--- src/rtl/wl_mont_pkg.sv ---
// -----------------------------------------------------------------------------
// wl_mont_pkg
// Shared types and elaboration-time helpers for the iterative word-level
// Montgomery reducer.
//   state_e    : controller states (IDLE, RUN, CORR, DONE)
//   rnd_cnt_w  : width of the round counter for a given round count
//   calc_qh    : QH = (Q - 1) >> W, the high part of an NTT-friendly modulus
// -----------------------------------------------------------------------------
package wl_mont_pkg;

  typedef enum logic [1:0] {
    ST_IDLE = 2'd0,
    ST_RUN  = 2'd1,
    ST_CORR = 2'd2,
    ST_DONE = 2'd3
  } state_e;

  // A single-round configuration still needs one counter bit.
  function automatic int unsigned rnd_cnt_w(input int unsigned rounds);
    return (rounds > 1) ? $clog2(rounds) : 1;
  endfunction

  // Q = QH * 2^W + 1, so QH is Q with the low word (== 1) shifted away.
  function automatic logic [63:0] calc_qh(input logic [63:0] q, input int unsigned w);
    return (q - 64'd1) >> w;
  endfunction

endpackage

--- src/rtl/wl_mont_mac.sv ---
// -----------------------------------------------------------------------------
// wl_mont_mac
// Pipelined multiply-add: res_o = a_i * b_i + c_i + d_i, LAT registered stages.
// The product is formed in front of the stage chain so retiming can push the
// multiplier into the registers. vld_i/vld_o travel alongside the data.
//   clk, rstn : clock, synchronous active-low reset (valid chain only)
//   vld_i     : operands on a_i..d_i form a new operation
//   a_i, b_i  : multiplier operands (AW, BW bits)
//   c_i       : addend (CW bits)
//   d_i       : 1-bit carry-in
//   vld_o     : res_o holds the result of an operation issued LAT cycles ago
//   res_o     : RW-bit result
// -----------------------------------------------------------------------------
module wl_mont_mac
  import wl_mont_pkg::*;
#(
  parameter int unsigned AW       = 15,
  parameter int unsigned BW       = 17,
  parameter int unsigned CW       = 47,
  parameter int unsigned RW       = 64,
  parameter int unsigned LAT      = 2,
  parameter              MUL_TYPE = "dsp"
) (
  input  logic          clk,
  input  logic          rstn,
  input  logic          vld_i,
  input  logic [AW-1:0] a_i,
  input  logic [BW-1:0] b_i,
  input  logic [CW-1:0] c_i,
  input  logic          d_i,
  output logic          vld_o,
  output logic [RW-1:0] res_o
);

  logic [RW-1:0] sum_c;
  logic [RW-1:0] stg_q [LAT];
  logic [LAT-1:0] vld_q;

  // The mapping attribute has to be a literal, so each choice gets its own
  // branch with an identical arithmetic expression.
  if (MUL_TYPE == "dsp") begin : g_dsp
    (* use_dsp = "yes" *) logic [RW-1:0] prod;
    assign prod  = RW'(a_i) * RW'(b_i);
    assign sum_c = prod + RW'(c_i) + RW'(d_i);
  end else begin : g_logic
    (* use_dsp = "no" *) logic [RW-1:0] prod;
    assign prod  = RW'(a_i) * RW'(b_i);
    assign sum_c = prod + RW'(c_i) + RW'(d_i);
  end

  always_ff @(posedge clk) begin
    if (!rstn) begin
      vld_q <= '0;
    end else begin
      vld_q[0] <= vld_i;
      for (int i = 1; i < LAT; i++) vld_q[i] <= vld_q[i-1];
    end
  end

  // Data stages carry no reset; only the valid chain qualifies them.
  always_ff @(posedge clk) begin
    stg_q[0] <= sum_c;
    for (int i = 1; i < LAT; i++) stg_q[i] <= stg_q[i-1];
  end

  assign vld_o = vld_q[LAT-1];
  assign res_o = stg_q[LAT-1];

endmodule

--- src/rtl/wl_mont_iter_red.sv ---
// -----------------------------------------------------------------------------
// wl_mont_iter_red
// Iterative word-level Montgomery reducer for Q = QH * 2^W + 1.
// Accepts one 2*LOGQ-bit product T per handshake, runs L rounds of
//   m = -T[W-1:0] mod 2^W,  c = (T[W-1:0] != 0),  T <- QH*m + (T >> W) + c
// through one shared multiply-add, subtracts Q once if needed and returns
// T * 2^(-W*L) mod Q together with the captured tag.
//   clk, rstn            : clock, synchronous active-low reset
//   in_valid/in_ready    : input handshake; in_ready only in IDLE
//   in_t, in_tag         : product to reduce (< Q^2) and its sideband tag
//   out_valid/out_ready  : output handshake; result held until taken
//   out_r, out_tag       : reduced result in [0, Q) and the returned tag
// -----------------------------------------------------------------------------
module wl_mont_iter_red
  import wl_mont_pkg::*;
#(
  parameter int unsigned     LOGQ     = 32,
  parameter logic [LOGQ-1:0] Q        = 32'hFFFE0001,
  parameter int unsigned     W        = 17,
  parameter int unsigned     L        = 2,
  parameter int unsigned     MUL_LAT  = 2,
  parameter int unsigned     TAGW     = 8,
  parameter                  MUL_TYPE = "dsp"
) (
  input  logic              clk,
  input  logic              rstn,
  input  logic              in_valid,
  output logic              in_ready,
  input  logic [2*LOGQ-1:0] in_t,
  input  logic [TAGW-1:0]   in_tag,
  output logic              out_valid,
  input  logic              out_ready,
  output logic [LOGQ-1:0]   out_r,
  output logic [TAGW-1:0]   out_tag
);

  localparam int unsigned TW  = 2 * LOGQ;
  localparam int unsigned QHW = LOGQ - W;
  localparam int unsigned CW  = TW - W;
  localparam int unsigned RCW = rnd_cnt_w(L);

  localparam logic [QHW-1:0] QH       = QHW'(calc_qh(64'(Q), W));
  localparam logic [TW-1:0]  Q_EXT    = TW'(Q);
  localparam logic [RCW-1:0] LAST_RND = RCW'(L - 1);

  state_e            state_q, state_d;
  logic [TW-1:0]     t_q, t_d;
  logic [TAGW-1:0]   tag_q, tag_d;
  logic [RCW-1:0]    rnd_q, rnd_d;
  logic              busy_q, busy_d;
  logic [LOGQ-1:0]   out_r_q, out_r_d;
  logic [TAGW-1:0]   out_tag_q, out_tag_d;

  logic              issue;
  logic              last_rnd;
  logic              mac_vld;
  logic [TW-1:0]     mac_res;
  logic [TW-1:0]     op_t;
  logic [W-1:0]      op_tl;
  logic [W-1:0]      op_m;
  logic              op_c;

  // A finished round feeds the next one straight from the multiply-add
  // output, so consecutive rounds are exactly MUL_LAT cycles apart.
  assign op_t     = mac_vld ? mac_res : t_q;
  assign op_tl    = op_t[W-1:0];
  assign op_m     = ~op_tl + W'(1);
  assign op_c     = |op_tl;
  assign last_rnd = (rnd_q == LAST_RND);

  wl_mont_mac #(
    .AW       (QHW),
    .BW       (W),
    .CW       (CW),
    .RW       (TW),
    .LAT      (MUL_LAT),
    .MUL_TYPE (MUL_TYPE)
  ) u_mac (
    .clk   (clk),
    .rstn  (rstn),
    .vld_i (issue),
    .a_i   (QH),
    .b_i   (op_m),
    .c_i   (op_t[TW-1:W]),
    .d_i   (op_c),
    .vld_o (mac_vld),
    .res_o (mac_res)
  );

  // ---------------------------------------------------------------------------
  // FSM: state register
  // ---------------------------------------------------------------------------
  // NOTE: sequential state is only ever written with non-blocking assignments
  // so every flop samples the pre-edge values of the others.
  always_ff @(posedge clk) begin
    if (!rstn) state_q <= ST_IDLE;
    else       state_q <= state_d;
  end

  // ---------------------------------------------------------------------------
  // FSM: next state
  // ---------------------------------------------------------------------------
  // NOTE: a default assignment before the case keeps every path covered, so
  // no latch is inferred for state_d.
  always_comb begin
    state_d = state_q;
    unique case (state_q)
      ST_IDLE: if (in_valid)           state_d = ST_RUN;
      ST_RUN:  if (mac_vld && last_rnd) state_d = ST_CORR;
      ST_CORR:                          state_d = ST_DONE;
      ST_DONE: if (out_ready)          state_d = ST_IDLE;
      default:                          state_d = ST_IDLE;
    endcase
  end

  // ---------------------------------------------------------------------------
  // FSM: outputs (decoded from registered state only)
  // ---------------------------------------------------------------------------
  always_comb begin
    in_ready  = 1'b0;
    out_valid = 1'b0;
    issue     = 1'b0;
    unique case (state_q)
      ST_IDLE: in_ready  = rstn;
      // First round on entry, later rounds as soon as the previous one lands.
      ST_RUN:  issue     = !busy_q || (mac_vld && !last_rnd);
      ST_DONE: out_valid = 1'b1;
      default: ;
    endcase
  end

  // ---------------------------------------------------------------------------
  // Working register, round counter and correction
  // ---------------------------------------------------------------------------
  always_comb begin
    t_d       = t_q;
    tag_d     = tag_q;
    rnd_d     = rnd_q;
    busy_d    = busy_q;
    out_r_d   = out_r_q;
    out_tag_d = out_tag_q;
    unique case (state_q)
      ST_IDLE: begin
        if (in_valid) begin
          t_d    = in_t;
          tag_d  = in_tag;
          rnd_d  = '0;
          busy_d = 1'b0;
        end
      end
      ST_RUN: begin
        if (mac_vld) begin
          t_d   = mac_res;
          rnd_d = rnd_q + RCW'(1);
        end
        if (issue)        busy_d = 1'b1;
        else if (mac_vld) busy_d = 1'b0;
      end
      ST_CORR: begin
        // After L rounds T < 2Q, so one conditional subtraction suffices.
        out_r_d   = (t_q >= Q_EXT) ? LOGQ'(t_q - Q_EXT) : LOGQ'(t_q);
        out_tag_d = tag_q;
      end
      default: ;
    endcase
  end

  always_ff @(posedge clk) begin
    if (!rstn) begin
      rnd_q     <= '0;
      busy_q    <= 1'b0;
      out_r_q   <= '0;
      out_tag_q <= '0;
    end else begin
      rnd_q     <= rnd_d;
      busy_q    <= busy_d;
      out_r_q   <= out_r_d;
      out_tag_q <= out_tag_d;
    end
  end

  // NOTE: the working value and tag are reloaded on every accept and never
  // read outside RUN/CORR, so they are left without reset.
  always_ff @(posedge clk) begin
    t_q   <= t_d;
    tag_q <= tag_d;
  end

  assign out_r   = out_r_q;
  assign out_tag = out_tag_q;

endmodule

--- config.mk ---
export PLATFORM = sky130hd
export DESIGN_NAME = wl_mont_iter_red
export DESIGN_NICKNAME = d
export VERILOG_FILES = /design/src/rtl/wl_mont_pkg.sv /design/src/rtl/wl_mont_mac.sv /design/src/rtl/wl_mont_iter_red.sv
export SDC_FILE = /design/constraint.sdc
export NUM_CORES = 1
export LEC_CHECK = 0
export BUFFER_PORTS_ARGS = -buffer_cell sky130_fd_sc_hd__buf_2
export CORE_UTILIZATION = 45
export DETAILED_ROUTE_END_ITERATION = 8
export GPL_TIMING_DRIVEN = 1
export MAX_ROUTING_LAYER = met4
export PLACE_DENSITY_LB_ADDON = 0.12
export SYNTH_ARGS = -nofsm -noshare
export SYNTH_HDL_FRONTEND = slang
export SYNTH_SLANG_ARGS = --single-unit
--- constraint.sdc ---
create_clock -name clk -period 13.65 [get_ports clk]
set_clock_uncertainty 0.1 [all_clocks]
set_input_delay 0.6825 -clock clk [delete_from_list [all_inputs] [get_ports clk]]
set_output_delay 0.6825 -clock clk [all_outputs]
set_load 0.02 [all_outputs]
==> flow_summary.ini <==
[run_status]
run_status = finished, final reports clean

[cts]
hold_buffers = 0
setup_buffers_after_cts = 0
clock_tree.htree_level_count = 1
clk_pin_slew_worst_paths_ns = 0.06
cts_sinks = 216
post_cts_resized = 0
insertion_delay_to_the_later_sink_of_the_worst_skew_pair_ns = 0.55
cts_tree = yes
tritoncts_buffers = 26
clock_path_buffers = 3
clock-root-buffer = sky130_fd_sc_hd__clkbuf_16

[run]
max_cap_violations = 0

[place]
port-buffer-count = 117
globalplace.congestion = 0.941
dpl.cell_count = 2164
place.detailed.hpwl_um = 36300

[routing]
dr.pass1.iters = 5
final_antenna_net_count = 0
remaining_drc_errors = 0
detail_route.vias_per_cell = 5.29
totalWireLength_um = 43400
num_vias = 11700
routed_wire_length_per_instance_um = 19.6
dr.first_iter.drc_count = 586

[worst_setup_path]
worst_setup_path_startpoint = u_mac.vld_q[1]
kind_of_cell_adding_the_most_delay_to_the_critical_path = adder cells
path_class = register to register
crit_slowest_cell = sky130_fd_sc_hd__fa_1
worst_setup_path_end_kind = register
crit_required_ns = 13.97
worstSetupPathDepth = 31
timing.critical_path.slowest_cell_delay_ns = 0.64
regToRegStartpoint = u_mac.vld_q[1]
cp_data_arrival_time_ns = 10.40
path_buf_inv = 5
worstRegToRegCells = 31
rr_endpoint = u_mac.stg_q[0][44]
crit_end = u_mac.stg_q[0][44]
cell_repeated_most_along_the_worst_path = sky130_fd_sc_hd__fa_1
rrSetupSlack_ns = 3.57
critical_path.startpoint_type = register
timing.critical_path.fanout_max = 24

[timing]
slew_viol_final = 0
final_critical_period_ns = 10.08
tightest_slew_ns = 0.975
unrepaired_setup_endpoints_after_global_routing = no
max_freq_mhz = 99.2
final_min_period_over_clock_period_pct = 73.9
finalHoldViolations = 0
totalNegativeSetupSlack_ns = 0
max-slew-margin-rel_pct = 34.6
setup_viol_count_final = 0
whs_ns = 0.210

[hold_path]
timing.hold.worst.class = input pin to register

[die]
io_pins = 118
floorplan.die.height_um = 191
placementRows = 69
placeable_core_region_um2 = 35500
start_util_pct = 45.5
die-area_um2 = 36700
die_outline_width_um = 191

[synth]
synth-main-ff-cell = sky130_fd_sc_hd__dfxtp_1
post_synthesis_cell_type_count = 85
syn-mean-instance-area_um2 = 9.91
yosysSeqAreaShare_pct = 31.2
post_synth_net_total = 1958
postSynthRegisterBits = 216
yosys_warnings = 0
async_flop_share_pct = 0
synth_enable_flop_cells = 72
netlist_area_pre_place_um2 = 16200
postSynthCellCount = 1630

[global_route]
grt_usage_pct = 24.9
gr-total-overflow = 0
antenna_found_initial = 1
grt_max_degree = 72
via_count_of_the_first_global_routing_pass = 11500
grt_pass1_wl_um = 67000

[cells_and_area]
final_layout_size_suffix_gt1_share_pct = 14.8
finish.cell_count_without_fillers = 2212
antenna-diode-count = 0
syn2layout_area_growth_pct = 11.8
num-nets-final = 2059
layout.core_utilization_pct = 50.9
[worst register-to-register path, delay by kind of cell (launching register included)]
kind                       cells  cell delay [ns]
buffers and inverters          5             0.48
adders and majority gates      7             3.80
AOI/OAI and AO/OA              4             1.36
and+or+nand+nor               12             2.74
xor gates and xnor gates       3             0.91
DFF                            1             0.55
[logic make-up (layout without fill, tap and decap cells)]
logic type	after synthesis	count (layout)	synth area share (%)
AOI/OAI and AO/OA	212	212	8.85
xor gates and xnor gates	124	124	6.77
adders and majority gates	253	253	26.1
buffers and inverters	300	421	7.05
DFF	216	216	31.2
muxes	100	100	6.67
other	1	1	0.0232
and+or+nand+nor	424	424	13.3
[per-layer routing]
metal  routed length, um  global-route usage (%)  up-vias
li1                    -                       -     5673
met1               20300                    34.5     5691
met2               19600                    38.2      282
met3                1980                    3.03       58
met4                1430                    7.45        0
met5                   0                       -        -
[through the flow]
step,cell area [um^2],setup slack [ns]
2_1_floorplan,16200,4.35
3_3_place_gp,17200,3.62
3_5_place_dp,17200,3.58
4_1_cts,18100,3.46
5_1_grt,18100,2.71
6_report,18100,3.57
[state kept, by name, indices dropped and copies added, names as in the netlist]
register	flops
last_rnd	1
busy_q	1
state_q	2
out_tag	8
out_r	32
u_mac.stg_q	98
tag_q	8
u_mac.vld_q	2
t_q	64
[cell type report]
cell class / count / area (um^2)
fillers: 3284 / 17400
multi-input cells: 1114 / 9980
flip-flops and latches: 216 / 5050
inverters: 252 / 946
clock buffers: 38 / 788
repair buffers: 121 / 616
well taps: 461 / 577
clock inverters: 10 / 98.8
[worst min path at each step]
stage | startpoint | to | slack (ns) | depth (start not counted)
floorplan | u_mac.stg_q[0][36] | u_mac.stg_q[0][100] | 0.21 | 0
global route | in_tag[2] | tag_q[2] | 0.20 | 1
CTS | in_tag[3] | tag_q[3] | 0.19 | 1
global placement | u_mac.stg_q[0][4] | u_mac.stg_q[0][68] | 0.21 | 0
detailed placement | u_mac.stg_q[0][40] | u_mac.stg_q[0][104] | 0.21 | 0
finish | in_tag[3] | tag_q[3] | 0.21 | 1
[cell usage after synthesis (6+ instances only)]
cell | count | area share [%]
sky130_fd_sc_hd__nand3_1 | 37 | 1.1
sky130_fd_sc_hd__clkbuf_1 | 31 | 0.72
sky130_fd_sc_hd__o21ai_0 | 25 | 0.77
sky130_fd_sc_hd__o21ai_1 | 10 | 0.31
sky130_fd_sc_hd__a21oi_1 | 75 | 2.3
sky130_fd_sc_hd__ha_1 | 112 | 8.7
sky130_fd_sc_hd__nand4_1 | 26 | 1.0
sky130_fd_sc_hd__inv_1 | 251 | 5.8
sky130_fd_sc_hd__or3_1 | 17 | 0.66
sky130_fd_sc_hd__a21o_1 | 7 | 0.33
sky130_fd_sc_hd__buf_1 | 7 | 0.16
sky130_fd_sc_hd__and3_1 | 8 | 0.31
sky130_fd_sc_hd__fa_1 | 140 | 17
sky130_fd_sc_hd__nor4_1 | 16 | 0.62
sky130_fd_sc_hd__mux2_2 | 61 | 4.3
sky130_fd_sc_hd__edfxtp_1 | 72 | 13
sky130_fd_sc_hd__nor2b_1 | 32 | 1.2
sky130_fd_sc_hd__nor3_1 | 28 | 0.87
sky130_fd_sc_hd__dfxtp_1 | 144 | 18
sky130_fd_sc_hd__nand2_1 | 76 | 1.8
sky130_fd_sc_hd__o21bai_1 | 8 | 0.37
sky130_fd_sc_hd__a211oi_1 | 24 | 1.1
sky130_fd_sc_hd__buf_2 | 10 | 0.31
sky130_fd_sc_hd__nor2_1 | 134 | 3.1
sky130_fd_sc_hd__and2_1 | 9 | 0.35
sky130_fd_sc_hd__xnor2_1 | 73 | 4.0
sky130_fd_sc_hd__mux2i_1 | 39 | 2.4
sky130_fd_sc_hd__xor2_1 | 50 | 2.7
sky130_fd_sc_hd__a311oi_1 | 11 | 0.60
sky130_fd_sc_hd__and4_1 | 6 | 0.33
[cells in the final DEF (no fill, tap or decap), types with 7 or more instances in the layout]
cell,instances
sky130_fd_sc_hd__nand3_1,37
sky130_fd_sc_hd__a21oi_1,75
sky130_fd_sc_hd__a21o_1,7
sky130_fd_sc_hd__nand4_1,26
sky130_fd_sc_hd__nor3_1,28
sky130_fd_sc_hd__buf_2,117
sky130_fd_sc_hd__or3_1,17
sky130_fd_sc_hd__xor2_1,50
sky130_fd_sc_hd__dfxtp_1,143
sky130_fd_sc_hd__mux2i_1,39
sky130_fd_sc_hd__ha_1,110
sky130_fd_sc_hd__nand2_1,76
sky130_fd_sc_hd__mux2_2,61
sky130_fd_sc_hd__nor4_1,16
sky130_fd_sc_hd__clkbuf_16,28
sky130_fd_sc_hd__fa_1,140
sky130_fd_sc_hd__o21bai_1,8
sky130_fd_sc_hd__nor2_1,134
sky130_fd_sc_hd__a211oi_1,24
sky130_fd_sc_hd__and2_1,9
sky130_fd_sc_hd__o21ai_1,10
sky130_fd_sc_hd__a311oi_1,11
sky130_fd_sc_hd__inv_1,250
sky130_fd_sc_hd__edfxtp_1,72
sky130_fd_sc_hd__and3_1,8
sky130_fd_sc_hd__xnor2_1,73
sky130_fd_sc_hd__nor2b_1,32
sky130_fd_sc_hd__o21ai_0,25
Power is not shown: default switching activity piles up to over one toggle a cycle in this logic, so the estimate is an artifact.
